**src/rtl/lock_display_driver.sv**
```systemverilog
// Time-multiplexed 4-digit common-anode 7-segment driver for the lock unit.
// Inputs are snapshotted once per frame; lockout blinks the panel, unlock lights the last dp.
module lock_display_driver #(
  parameter int REFRESH_DIV = 100000,
  parameter int BLINK_DIV   = 25000000
) (
  input  logic       clk,
  input  logic       reset,
  input  logic [2:0] disp_1,
  input  logic [2:0] disp_2,
  input  logic [2:0] disp_3,
  input  logic [2:0] disp_N,
  input  logic       lock,
  input  logic       unlock,
  output logic [3:0] an,
  output logic [6:0] seg,
  output logic       dp
);

  localparam int CW = (REFRESH_DIV > 1) ? $clog2(REFRESH_DIV) : 1;
  localparam int BW = (BLINK_DIV > 1) ? $clog2(BLINK_DIV) : 1;
  localparam logic [CW-1:0] CNT_LAST   = CW'(REFRESH_DIV - 1);
  localparam logic [BW-1:0] BLINK_LAST = BW'(BLINK_DIV - 1);
  localparam logic [6:0]    SEG_DASH   = 7'b0111111;
  localparam logic [6:0]    SEG_OFF    = 7'b1111111;

  typedef enum logic [1:0] {
    SLOT0 = 2'd0,
    SLOT1 = 2'd1,
    SLOT2 = 2'd2,
    SLOT3 = 2'd3
  } slot_t;

  slot_t         r_slot;
  slot_t         w_slot_next;
  logic [CW-1:0] r_cnt;
  logic [CW-1:0] w_cnt_next;
  logic          w_cnt_wrap;
  logic          w_frame_end;
  logic [1:0]    w_idx;

  logic [2:0]    w_disp_in [4];
  logic [2:0]    r_sh_digit [4];
  logic          r_sh_lock;
  logic          r_sh_unlock;

  logic [BW-1:0] r_blink_cnt;
  logic          r_blink_phase;

  logic [6:0]    w_seg_code [4];
  logic [3:0]    w_anode_sel;
  logic          w_blank;
  logic [3:0]    w_an_next;
  logic [6:0]    w_seg_next;
  logic          w_dp_next;
  logic [3:0]    r_an;
  logic [6:0]    r_seg;
  logic          r_dp;

  function automatic logic [6:0] numeral(input logic [2:0] v);
    logic [6:0] code;
    case (v)
      3'd0:    code = 7'b1000000;
      3'd1:    code = 7'b1111001;
      3'd2:    code = 7'b0100100;
      3'd3:    code = 7'b0110000;
      3'd4:    code = 7'b0011001;
      3'd5:    code = 7'b0010010;
      3'd6:    code = 7'b0000010;
      default: code = 7'b1111000;
    endcase
    return code;
  endfunction

  assign w_cnt_wrap  = (r_cnt == CNT_LAST);
  assign w_frame_end = w_cnt_wrap && (r_slot == SLOT3);
  assign w_idx       = r_slot;

  assign w_disp_in[0] = disp_1;
  assign w_disp_in[1] = disp_2;
  assign w_disp_in[2] = disp_3;
  assign w_disp_in[3] = disp_N;

  // Slot sequencer: the digit index only moves when the slot counter wraps.
  always_ff @(posedge clk or posedge reset) begin
    if (reset) begin
      r_slot <= SLOT0;
      r_cnt  <= '0;
    end else begin
      r_slot <= w_slot_next;
      r_cnt  <= w_cnt_next;
    end
  end

  always_comb begin
    w_slot_next = r_slot;
    w_cnt_next  = r_cnt + CW'(1);
    if (w_cnt_wrap) begin
      w_cnt_next = '0;
      case (r_slot)
        SLOT0:   w_slot_next = SLOT1;
        SLOT1:   w_slot_next = SLOT2;
        SLOT2:   w_slot_next = SLOT3;
        default: w_slot_next = SLOT0;
      endcase
    end
  end

  // Shadows change only at the frame boundary so a frame never mixes old and new inputs.
  always_ff @(posedge clk or posedge reset) begin
    if (reset) begin
      for (int i = 0; i < 4; i++) r_sh_digit[i] <= '0;
      r_sh_lock   <= 1'b0;
      r_sh_unlock <= 1'b0;
    end else if (w_frame_end) begin
      for (int i = 0; i < 4; i++) r_sh_digit[i] <= w_disp_in[i];
      r_sh_lock   <= lock;
      r_sh_unlock <= unlock;
    end
  end

  always_ff @(posedge clk or posedge reset) begin
    if (reset) begin
      r_blink_cnt   <= '0;
      r_blink_phase <= 1'b0;
    end else if (!r_sh_lock) begin
      r_blink_cnt   <= '0;
      r_blink_phase <= 1'b0;
    end else if (r_blink_cnt == BLINK_LAST) begin
      r_blink_cnt   <= '0;
      r_blink_phase <= ~r_blink_phase;
    end else begin
      r_blink_cnt   <= r_blink_cnt + BW'(1);
    end
  end

  // Entered-digit slots show a dash for "not entered"; the attempts slot always shows a numeral.
  for (genvar gi = 0; gi < 4; gi++) begin : g_slot
    if (gi == 3) begin : g_count
      assign w_seg_code[gi] = numeral(r_sh_digit[gi]);
    end else begin : g_entry
      assign w_seg_code[gi] = (r_sh_digit[gi] == 3'd0) ? SEG_DASH : numeral(r_sh_digit[gi]);
    end
    assign w_anode_sel[gi] = (w_idx != 2'(gi));
  end

  assign w_blank = (r_cnt == '0) || (r_sh_lock && r_blink_phase);

  always_comb begin
    w_an_next  = 4'b1111;
    w_seg_next = SEG_OFF;
    w_dp_next  = 1'b1;
    if (!w_blank) begin
      w_an_next  = w_anode_sel;
      w_seg_next = w_seg_code[w_idx];
      w_dp_next  = !(r_sh_unlock && !r_sh_lock && (r_slot == SLOT3));
    end
  end

  always_ff @(posedge clk or posedge reset) begin
    if (reset) begin
      r_an  <= 4'b1111;
      r_seg <= SEG_OFF;
      r_dp  <= 1'b1;
    end else begin
      r_an  <= w_an_next;
      r_seg <= w_seg_next;
      r_dp  <= w_dp_next;
    end
  end

  assign an  = r_an;
  assign seg = r_seg;
  assign dp  = r_dp;

endmodule
```
**config.mk**
```make
export PLATFORM = sky130hd
export DESIGN_NAME = lock_display_driver
export DESIGN_NICKNAME = d
export VERILOG_FILES = /design/src/rtl/lock_display_driver.sv
export SDC_FILE = /design/constraint.sdc
export NUM_CORES = 1
export LEC_CHECK = 0
export CELL_PAD_IN_SITES_DETAIL_PLACEMENT = 0
export CELL_PAD_IN_SITES_GLOBAL_PLACEMENT = 2
export CORE_UTILIZATION = 25
export CTS_BUF_LIST = sky130_fd_sc_hd__clkbuf_4 sky130_fd_sc_hd__clkbuf_8 sky130_fd_sc_hd__clkbuf_16
export CTS_CLUSTER_DIAMETER = 120
export DETAILED_ROUTE_END_ITERATION = 8
export PLACE_DENSITY = 0.52
export SLEW_MARGIN = 5
export SYNTH_ARGS = -nofsm -noshare
export SYNTH_HDL_FRONTEND = slang
export SYNTH_SLANG_ARGS = --single-unit
```
**constraint.sdc**
```tcl
create_clock -name clk -period 5.2 [get_ports clk]
set_input_delay 0.78 -clock clk [delete_from_list [all_inputs] [get_ports clk]]
set_output_delay 0.78 -clock clk [all_outputs]
set_load 0.05 [all_outputs]
```
======== Word-level counts from Yosys, hierarchy flattened ========
Cells that the tools add are included.
word-level totals
  register bits ........................... 71
  word-level logic and storage cells ...... 84
  input bits .............................. 16
  output and inout bits ................... 12
operators by class
  mux-type cells .......................... 19
  $add $sub $neg .......................... 2
  bitwise operators ....................... 2
  magnitude comparators ................... 1
  reductions and logical operators ........ 14
  eq/ne operators ......................... 33
operators with widths
  kind                                                                   count
  7-bit one-hot mux with 6 select lines                                  3
  25-bit 2-to-1 mux                                                      2
  7-bit one-hot mux with 7 select lines                                  1
  7-bit 2-to-1 mux                                                       6
  3-bit equality test, second input constant                             12
  25-bit by 1-bit adder with 25-bit output, second input constant        1
  25-bit equality test, second input constant                            1
  3-bit by 2-bit equality test with 1-bit output, second input constant  8
  17-bit by 1-bit adder with 17-bit output, second input constant        1
  17-bit equality test, second input constant                            1
  17-bit zero test                                                       1
  17-bit 2-to-1 mux                                                      1
  7-bit binary-select mux with 2-bit select                              1
  3-bit by 1-bit equality test with 1-bit output, second input constant  4
  3-bit zero test                                                        4
  2-bit one-hot mux with 3 select lines                                  1
  2-bit equality test, second input constant                             2
  1-bit logical AND                                                      4
  4-bit 2-to-1 mux                                                       1
  2-bit by 1-bit != test with 1-bit output, second input constant        2
  2-bit != test, second input constant                                   2
  3-bit >= comparator, second input constant                             1
  1-bit 2-to-1 mux                                                       3
  2-bit inverter with 3-bit output                                       1
  6 further kinds                                                        7

======== Longest topological paths before layout ========
Gate-level depths: netlist (run 1).
  word-level depth ........................ 7
  depth in mapped cells ................... 7
  gate-level depth less buffers ........... 6

======== Least setup slack after synthesis (run 1) ========
No wires, ideal clock.
  kind .................................... register to register
  start ................................... reg r_cnt[11]
  end ..................................... reg r_sh_digit[0] in the netlist's numbering
  buffers on the path ..................... 1
  data arrival time ....................... 1,821 ps
  stages on the path, launching flop included .. 6
  slack ................................... 3,254 ps
  period minus slack after synthesis ...... 1,946 ps
  path through ............................ dfrtp_1 -> or4_1 -> nor4_4 -> nand3_2 -> buf_2 -> mux2_2
between the ends
  cells in the longest elaborated chain, start to end .. 2
ends and longest elaborated chain
  element                   RTL line  text
  start: declaration        36        logic [CW-1:0] r_cnt;
  start signal: assignment  91        r_cnt <= w_cnt_next;
  17-bit equality test      75        assign w_cnt_wrap = (r_cnt == CNT_LAST);
  1-bit logical AND         76        assign w_frame_end = w_cnt_wrap && (r_slot == SLOT3);
  end: declaration          43        logic [2:0] r_sh_digit [4];
No other way between the ends.
A chain may end at the register's enable or synchronous reset.

======== Worst setup path after layout (run 1) ========
  start ................................... reg r_seg[5] (netlist: seg[5])
  end ..................................... out seg[5]
RTL lines
  element                   RTL line  text
  start: declaration        57        logic [6:0] r_seg;
  start signal: assignment  167       r_seg <= w_seg_next;
  end: declaration          16        output logic [6:0] seg,
No word-level cell between the ends.

==> metrics, run 1 <==
RSZ-0062 raised after global routing no; Critical Path Start Type flop; Ys Warns 0; gpl congestion 0.718; Worst EP required 4420 ps; Slew @ Worst Pin 986 ps; final worst-path cycle share 47.0%; global route overflow 0; area grow syn2layout 20.8%; Syn Nets 385; Synth Instances 362; headroom to the max-slew limit 34.3%; largest vdd supply drop 0.142 mV; DR WL met2 3920 um; Initial Util 26.1%; Post-Route Setup TNS 0 ps; CTS Sinks 71; via count 2698; commonest register cell after synthesis dfrtp_1; element type at the critical path end output pin; Synth area leaders dfrtp_1, dfstp_2, xnor2_1; post-CTS setup buffers 0; setup ws final 2760 ps; post-synth top area share 40.2%; Netlist cell types 50; status finished, final reports clean; Largest stage delay, worst path 790 ps; Vias/cell 4.76; worst-skew pair later-pin latency 340 ps; Yosys reg bits 71; Slew Limit Fails 0; slowest library cell on the worst path clkdlybuf4s50_1; register area share after synthesis 48.8%; IO Count 28; TritonCTS buffer count 9; hold_buf cts 0; DPL Wire Length 5970 um; cell taking the most area after synthesis dfrtp_1; CP cell instances clkdlybuf4s50_1; fmax 409 MHz; CP Data Arrival Time 1660 ps; P per Cell Area 304 nW/um^2; DRT Pass-1 Iters 4; CP delay by family, top buffers and inverters; Die Span Y 123 um; clk_skew 5.86 ps; antenna violations before repair 0; Buf/Inv on CP 1; routed length per instance 15.2 um; Antenna Nets Post-Route 0; # rows 43; DR iter-0 viols 108; Core Area 14100 um^2; Leak Pwr 1.73 nW; Final Hold Fails 0; H-tree depth 3; class of the worst hold path reg2reg; most frequent cell after synthesis dfrtp_1; maxcap violations 0; Routed WL 8630 um; Top Metal Used met4; Max Root-Sink Buffers 2; reg2reg setup slack 2950 ps; Synth Cell Area 3670 um^2; CTS root buffer clkbuf_16; All-Layer GR Usage 13.0%; DR DRC count 0; first-pass GRT wire length 14800 um; Mean Syn Cell Area 10.1 um^2; Nets 405; met3 wire length 372 um; endpoints failing setup 0; Overall Power 1.35 mW; EDFF count, synth 0; Die Wd 123 um; n_diodes 0; Die Footprint 15200 um^2; pre-CTS WS 2780 ps; layout cells sized above 1 14.7%; Synth async-reset ratio 100%; wire length on met1 4190 um; pin count of the biggest net entering global routing 42; Post-synth top cells dfrtp_1, nor2_1, nand2_1; min Tclk post-route 2440 ps; vias in the first global route 2755; Setup Crit Path Kind reg2out; PostCTS Resize Cnt 0; PortBufs 27; CTS tree done; clk slew on worst S/H paths 60 ps; Crit Path Max Fanout 1
==> area by class of cell <==
type                       instances  area (um^2)
clock buffer                      12          289
fill                            1476         9660
tap                              180          225
sequential                        71         1790
timing repair buffer              29          285
inverter                          13         48.8
multi-input combinational        258         1750
clock inverter                     4         47.5
==> routing by layer <==
| layer | up-vias | track usage, % |
|---|---|---|
| li1 | 1327 | - |
| met1 | 1326 | 17.0 |
| met2 | 33 | 19.6 |
| met3 | 12 | 4.38 |
| met4 | 0 | 5.42 |
| met5 | - | 0 |
==> power by group <==
part           switching, mW  internal (mW)
combinational         0.0460         0.0366
sequential            0.0158          0.567
clock                  0.242          0.441
==> through the flow <==
stage / instance area (um^2) / cells / hold slack (ps) / util (%)
floorplan: 3670 / 362 / 411 / -
global placement: 4100 / 551 / 467 / 29.1
CTS: 4440 / 567 / 465 / 31.5
global route: 4440 / 567 / 488 / 31.5
finish: 4440 / 567 / 458 / 31.5
detailed placement: 4100 / 551 / 454 / 29.1
==> cells by family (layout without fill, tap and decap cells) <==
kind of cell | count (synthesis) | in the layout | share of synthesized area (%)
xor+xnor | 36 | 36 | 8.58
flops | 71 | 71 | 48.8
mux | 16 | 16 | 5.21
simple gates | 147 | 147 | 22.0
fa+ha+maj | 7 | 7 | 2.38
compound gates | 52 | 52 | 9.33
buf+inv | 33 | 58 | 3.68
==> cells in the final DEF (no fill, tap or decap), types with 11 or more instances in the layout <==
cell	n
nor3_1	12
nand3_1	20
clkdlybuf4s50_1	27
nand2_1	26
xnor2_1	24
dfstp_2	12
o21ai_0	11
a21oi_1	14
clkbuf_16	11
nor2_1	33
dfrtp_1	59
xor2_1	12
mux2_2	15
inv_1	12
==> registers in the layout, indices dropped and copies added, names as in the netlist <==
| signal | count |
|---|---|
| r_sh_unlock | 1 |
| r_blink_cnt | 25 |
| seg | 7 |
| r_blink_phase | 1 |
| r_slot | 2 |
| r_sh_lock | 1 |
| an | 4 |
| r_cnt | 17 |
| dp | 1 |
| r_sh_digit | 12 |
==> final timing paths <==
kind / from / to / cells past startpoint
setup / recovery: seg[5] / seg[5] / 1
hold / removal: r_sh_unlock / dp / 1
hold reg to reg: r_sh_unlock / dp / 1
max in group asynchronous: reset / dp / 3
min in group asynchronous: reset / r_blink_cnt[21] / 2
setup reg to reg: r_blink_cnt[0] / r_blink_cnt[24] / 5
No activity file was read; power rests on OpenSTA's default activity.
==> inputs of run 2 (changes only) <==
clock period = 2.5 ns   (was 5.2 ns; I/O delays follow)
==> metrics, run 2 (synthesized netlist as in run 1, its figures left out) <==
DPL Wire Length 5940 um (was 5970 um); max FFs per register 25 (unchanged); Core Area 14100 um^2 (unchanged); Slew @ Worst Pin 955 ps (was 986 ps); CP cell instances or4_1, nor4_4, nand3_2, mux2_2 (was clkdlybuf4s50_1); Critical Path Start Type flop (unchanged); Max Root-Sink Buffers 2 (unchanged); Nets 412 (was 405); DRT Pass-1 Iters 6 (was 4); DR iter-0 viols 89 (was 108); pin count of the biggest net entering global routing 47 (was 42); H-tree depth 3 (unchanged); CTS Sinks 71 (unchanged); most common cell after layout, fill and taps aside dfrtp_1 (unchanged); TritonCTS buffer count 9 (unchanged); hold_buf cts 0 (unchanged); Biggest register r_blink_cnt (unchanged); headroom to the max-slew limit 36.4% (was 34.3%); fmax 458 MHz; Die Span Y 123 um (unchanged); Initial Util 26.1% (unchanged); PostCTS Resize Cnt 0 (unchanged); largest registers r_blink_cnt (25), r_cnt (17), r_sh_digit (12) (unchanged); Final Util 31.6% (was 31.5%); CTS tree done (unchanged); Worst EP required 2720 ps (was 4420 ps); endpoints failing setup 0 (unchanged); min Tclk post-route 2190 ps; slowest library cell on the worst path or4_1 (was clkdlybuf4s50_1); Antenna Nets Post-Route 0 (unchanged); area grow syn2layout 21.3% (was 20.8%); post-CTS setup buffers 0 (unchanged); routed length per instance 14.8 um (was 15.2 um); Die Footprint 15200 um^2 (unchanged); status finished, final reports clean (unchanged); worst-skew pair later-pin latency 340 ps (about the same); antenna violations before repair 0 (unchanged); Largest stage delay, worst path 600 ps (was 790 ps); DR DRC count 0 (unchanged); All-Layer GR Usage 12.8% (was 13.0%); clk slew on worst S/H paths 60 ps (about the same); vias in the first global route 2729 (was 2755); Crit Path Max Fanout 14 (was 1); PortBufs 27 (unchanged); global route overflow 0 (unchanged); Leak Pwr 1.76 nW (was 1.73 nW); reg2reg path depth 4 (was 5); final worst-path cycle share 87.4%; CP Data Arrival Time 2400 ps (was 1660 ps); CTS root buffer clkbuf_16 (unchanged); Setup Crit Path Kind reg2reg (was reg2out); maxcap violations 0 (unchanged); n_diodes 0 (unchanged); Vias/cell 4.66 (was 4.76); element type at the critical path end flop (was output pin); Final Hold Fails 0 (unchanged); class of the worst hold path in2async (was reg2reg); Slew Limit Fails 0 (unchanged); clk_skew 5.63 ps (was 5.86 ps); Post-Route Setup TNS 0 ps (unchanged); largest vdd supply drop 0.269 mV (was 0.142 mV); # rows 43 (unchanged); Die Wd 123 um (unchanged); via count 2675 (was 2698); reg2reg setup slack 310 ps (was 2950 ps); IO Count 28 (unchanged); RSZ-0062 raised after global routing no (unchanged); layout cells sized above 1 16.2% (was 14.7%); P per Cell Area 605 nW/um^2 (was 304 nW/um^2); gpl congestion 0.710 (was 0.718); Routed WL 8500 um (was 8630 um); first-pass GRT wire length 14600 um (was 14800 um); most frequent cells in the layout dfrtp_1, nor2_1, clkdlybuf4s50_1, nand2_1, xnor2_1 (unchanged)
==> run 2: layout make-up <==
type | count | area [um^2]
multi-input cells | 258 | 1750
fillers | 1476 | 9640
clock buffers | 12 | 254
well taps | 180 | 225
flip-flops and latches | 71 | 1790
inverters | 13 | 48.8
repair buffers | 36 | 338
clock inverters | 4 | 45.0
==> run 2: critical path: cells and delay by family, from the launching register on <==
| family | cells | cell delay, ps |
|---|---|---|
| and+or+nand+nor | 3 | 1260 |
| DFF | 1 | 400 |
| muxes | 1 | 400 |
==> run 2: through the flow <==
stage	power (mW)	hold WS [ps]	std cells	setup WS (ps)	instance area (um^2)
finish	2.69	422	574	315	4450
floorplan	1.34	411	362	348	3670
global route	2.81	463	574	130	4450
CTS	2.75	428	574	283	4450
global placement	1.41	450	558	366	4160
detailed placement	1.41	435	558	301	4160
==> run 2: layer usage <==
metal,track usage (%),vias up,wire length (um)
li1,-,1343,-
met1,16.7,1294,4230
met2,19.9,32,3830
met3,4.61,6,350
met4,3.84,0,90
met5,0,-,0
==> run 2: path summary, 6_finish.rpt <==
path | start | to
min in group clk | r_sh_unlock | dp
hold reg to reg | r_sh_unlock | dp
setup reg to reg | r_cnt[11] | r_sh_digit[1]
hold / removal | reset | r_blink_cnt[21]
max in group asynchronous | reset | r_sh_digit[9]
setup / recovery | r_cnt[11] | r_sh_digit[1]
==> run 2: power breakdown <==
group	switching (mW)	internal, mW
clock	0.490	0.817
sequential	0.0313	1.18
combinational	0.0966	0.0790
total	0.618	2.08
==> inputs of run 3 (changes only) <==
GPL_TIMING_DRIVEN = 0   (was not set)
==> metrics, run 3 (synthesized netlist as in run 1, its figures left out) <==
n_diodes 0 (unchanged); largest vdd supply drop 0.285 mV (was 0.269 mV); reg2reg path depth 5 (was 4); # rows 43 (unchanged); Reg-to-Reg Start r_cnt[11] (unchanged); endpoints failing setup 0 (unchanged); min Tclk post-route 2260 ps (was 2190 ps); largest registers r_blink_cnt (25), r_cnt (17), r_sh_digit (12) (unchanged); first-pass GRT wire length 14600 um (about the same); antenna violations before repair 0 (unchanged); Routed WL 8760 um (was 8500 um); IO Count 28 (unchanged); vias in the first global route 2752 (was 2729); Worst EP required 2720 ps (about the same); element type at the critical path end flop (unchanged); Crit Path Max Fanout 10 (was 14); Initial Util 26.1% (unchanged); Slew @ Worst Pin 602 ps (was 955 ps); DR DRC count 0 (unchanged); CTS Sinks 71 (unchanged); most common cell after layout, fill and taps aside dfrtp_1 (unchanged); clk_skew 5.89 ps (was 5.63 ps); routed length per instance 15.0 um (was 14.8 um); most frequent cells in the layout dfrtp_1, nor2_1, clkdlybuf4s50_1, nand2_1, xnor2_1 (unchanged); Final Hold Fails 0 (unchanged); placed instance area 4200 um^2 (was 4160 um^2); layout cells sized above 1 15.3% (was 16.2%); headroom to the max-slew limit 59.6% (was 36.4%); area grow syn2layout 23.7% (was 21.3%); Vias/cell 4.69 (was 4.66); max FFs per register 25 (unchanged); Core Area 14100 um^2 (unchanged); All-Layer GR Usage 12.8% (about the same); Antenna Nets Post-Route 0 (unchanged); worst-skew pair later-pin latency 340 ps (about the same); DR iter-0 viols 110 (was 89); gpl congestion 0.760 (was 0.710); PortBufs 27 (unchanged); Setup Crit Path Kind reg2reg (unchanged); class of the worst hold path in2async (unchanged); clk slew on worst S/H paths 50 ps (was 60 ps); FILL cells 1480 (was 1476); Max Root-Sink Buffers 2 (unchanged); Nets 424 (was 412); CTS root buffer clkbuf_16 (unchanged); RR Endpoint r_sh_digit[7] (was r_sh_digit[1]); Slew Limit Fails 0 (unchanged); TritonCTS buffer count 9 (unchanged); CTS tree done (unchanged); status finished, final reports clean (unchanged); Critical Path Start Type flop (unchanged); P per Cell Area 620 nW/um^2 (was 605 nW/um^2); Post-Layout Inst Area 4540 um^2 (was 4450 um^2); WHS 288 ps (was 422 ps); DRT Pass-1 Iters 4 (was 6); fmax 443 MHz (was 458 MHz); Die Span Y 123 um (unchanged); via count 2746 (was 2675); Die Footprint 15200 um^2 (unchanged); DPL Wire Length 6120 um (was 5940 um); pre-CTS WS -60.6 ps (was 301 ps); final worst-path cycle share 90.3% (was 87.4%); global route overflow 0 (unchanged); setup ws final 242 ps (was 315 ps); Leak Pwr 1.78 nW (was 1.76 nW); Die Wd 123 um (unchanged); pin count of the biggest net entering global routing 64 (was 47); post-CTS setup buffers 0 (unchanged); H-tree depth 3 (unchanged); reg2reg setup slack 240 ps (was 310 ps); RSZ-0062 raised after global routing no (unchanged); Biggest register r_blink_cnt (unchanged); maxcap violations 0 (unchanged); CP Data Arrival Time 2480 ps (was 2400 ps)
run 3: how the worst max path moves through the flow:
stage	start	to	slack (ps)	cells past startpoint
global placement	reset	r_sh_digit[8]	-1130	2
detailed placement	r_blink_cnt[6]	r_blink_cnt[12]	-60	5
finish	r_cnt[11]	r_sh_digit[7]	240	5
CTS	r_cnt[0]	r_sh_digit[9]	160	6
global route	r_blink_cnt[0]	r_blink_cnt[24]	70	6
floorplan	reset	r_blink_cnt[0]	350	1
run 3: stage by stage:
stage               util (%)  std cells  total power, mW  TNS [ps]
floorplan                  -        362             1.34         0
global placement        29.6        569             1.41    -71050
detailed placement      29.8        570             1.42      -441
CTS                     32.2        586             2.88         0
global route            32.2        586             2.94         0
finish                  32.2        586             2.82         0
run 3: power breakdown:
group | leakage, nW | internal, mW | switching [mW] | total, mW
Combinational | 0.710 | 0.0827 | 0.116 | 0.198
Clock | 0.167 | 0.949 | 0.476 | 1.42
Sequential | 0.901 | 1.18 | 0.0162 | 1.20
run 3: repair_timing:
| action | 4_1_cts | 5_1_grt |
|---|---|---|
| endpoints found under the setup margin | 10 | 30 |
| hold buffers | 0 | 0 |
| cloned | 0 | 0 |
| hold endpoints to repair | 0 | 0 |
| gates resized for setup | 1 | 3 |
run 3: layout make-up:
| type | count | area (um^2) | share of cell area (%) |
|---|---|---|---|
| Tap cell | 180 | 225 | 4.96 |
| Sequential cell | 71 | 1790 | 39.4 |
| Timing Repair Buffer | 28 | 298 | 6.55 |
| Multi-Input combinational cell | 258 | 1760 | 38.7 |
| Inverter | 13 | 51.3 | 1.13 |
| Clock buffer | 13 | 268 | 5.89 |
| Clock inverter | 3 | 65.1 | 1.43 |
| Buffer | 20 | 87.6 | 1.93 |
run 3: critical path: stages (launching register included):
cell	delay (ps)
dfrtp_1	400
or4_1	590
nor4_4	320
nand3_2	260
buf_2	270
mux2_2	290
run 3: metal layers:
metal	track usage (%)	part of all wire (%)	vias up
met5	0	0	-
met4	5.12	2.0	0
met3	3.60	2.9	14
met2	20.3	46	31
met1	16.5	49	1328
li1	-	-	1373
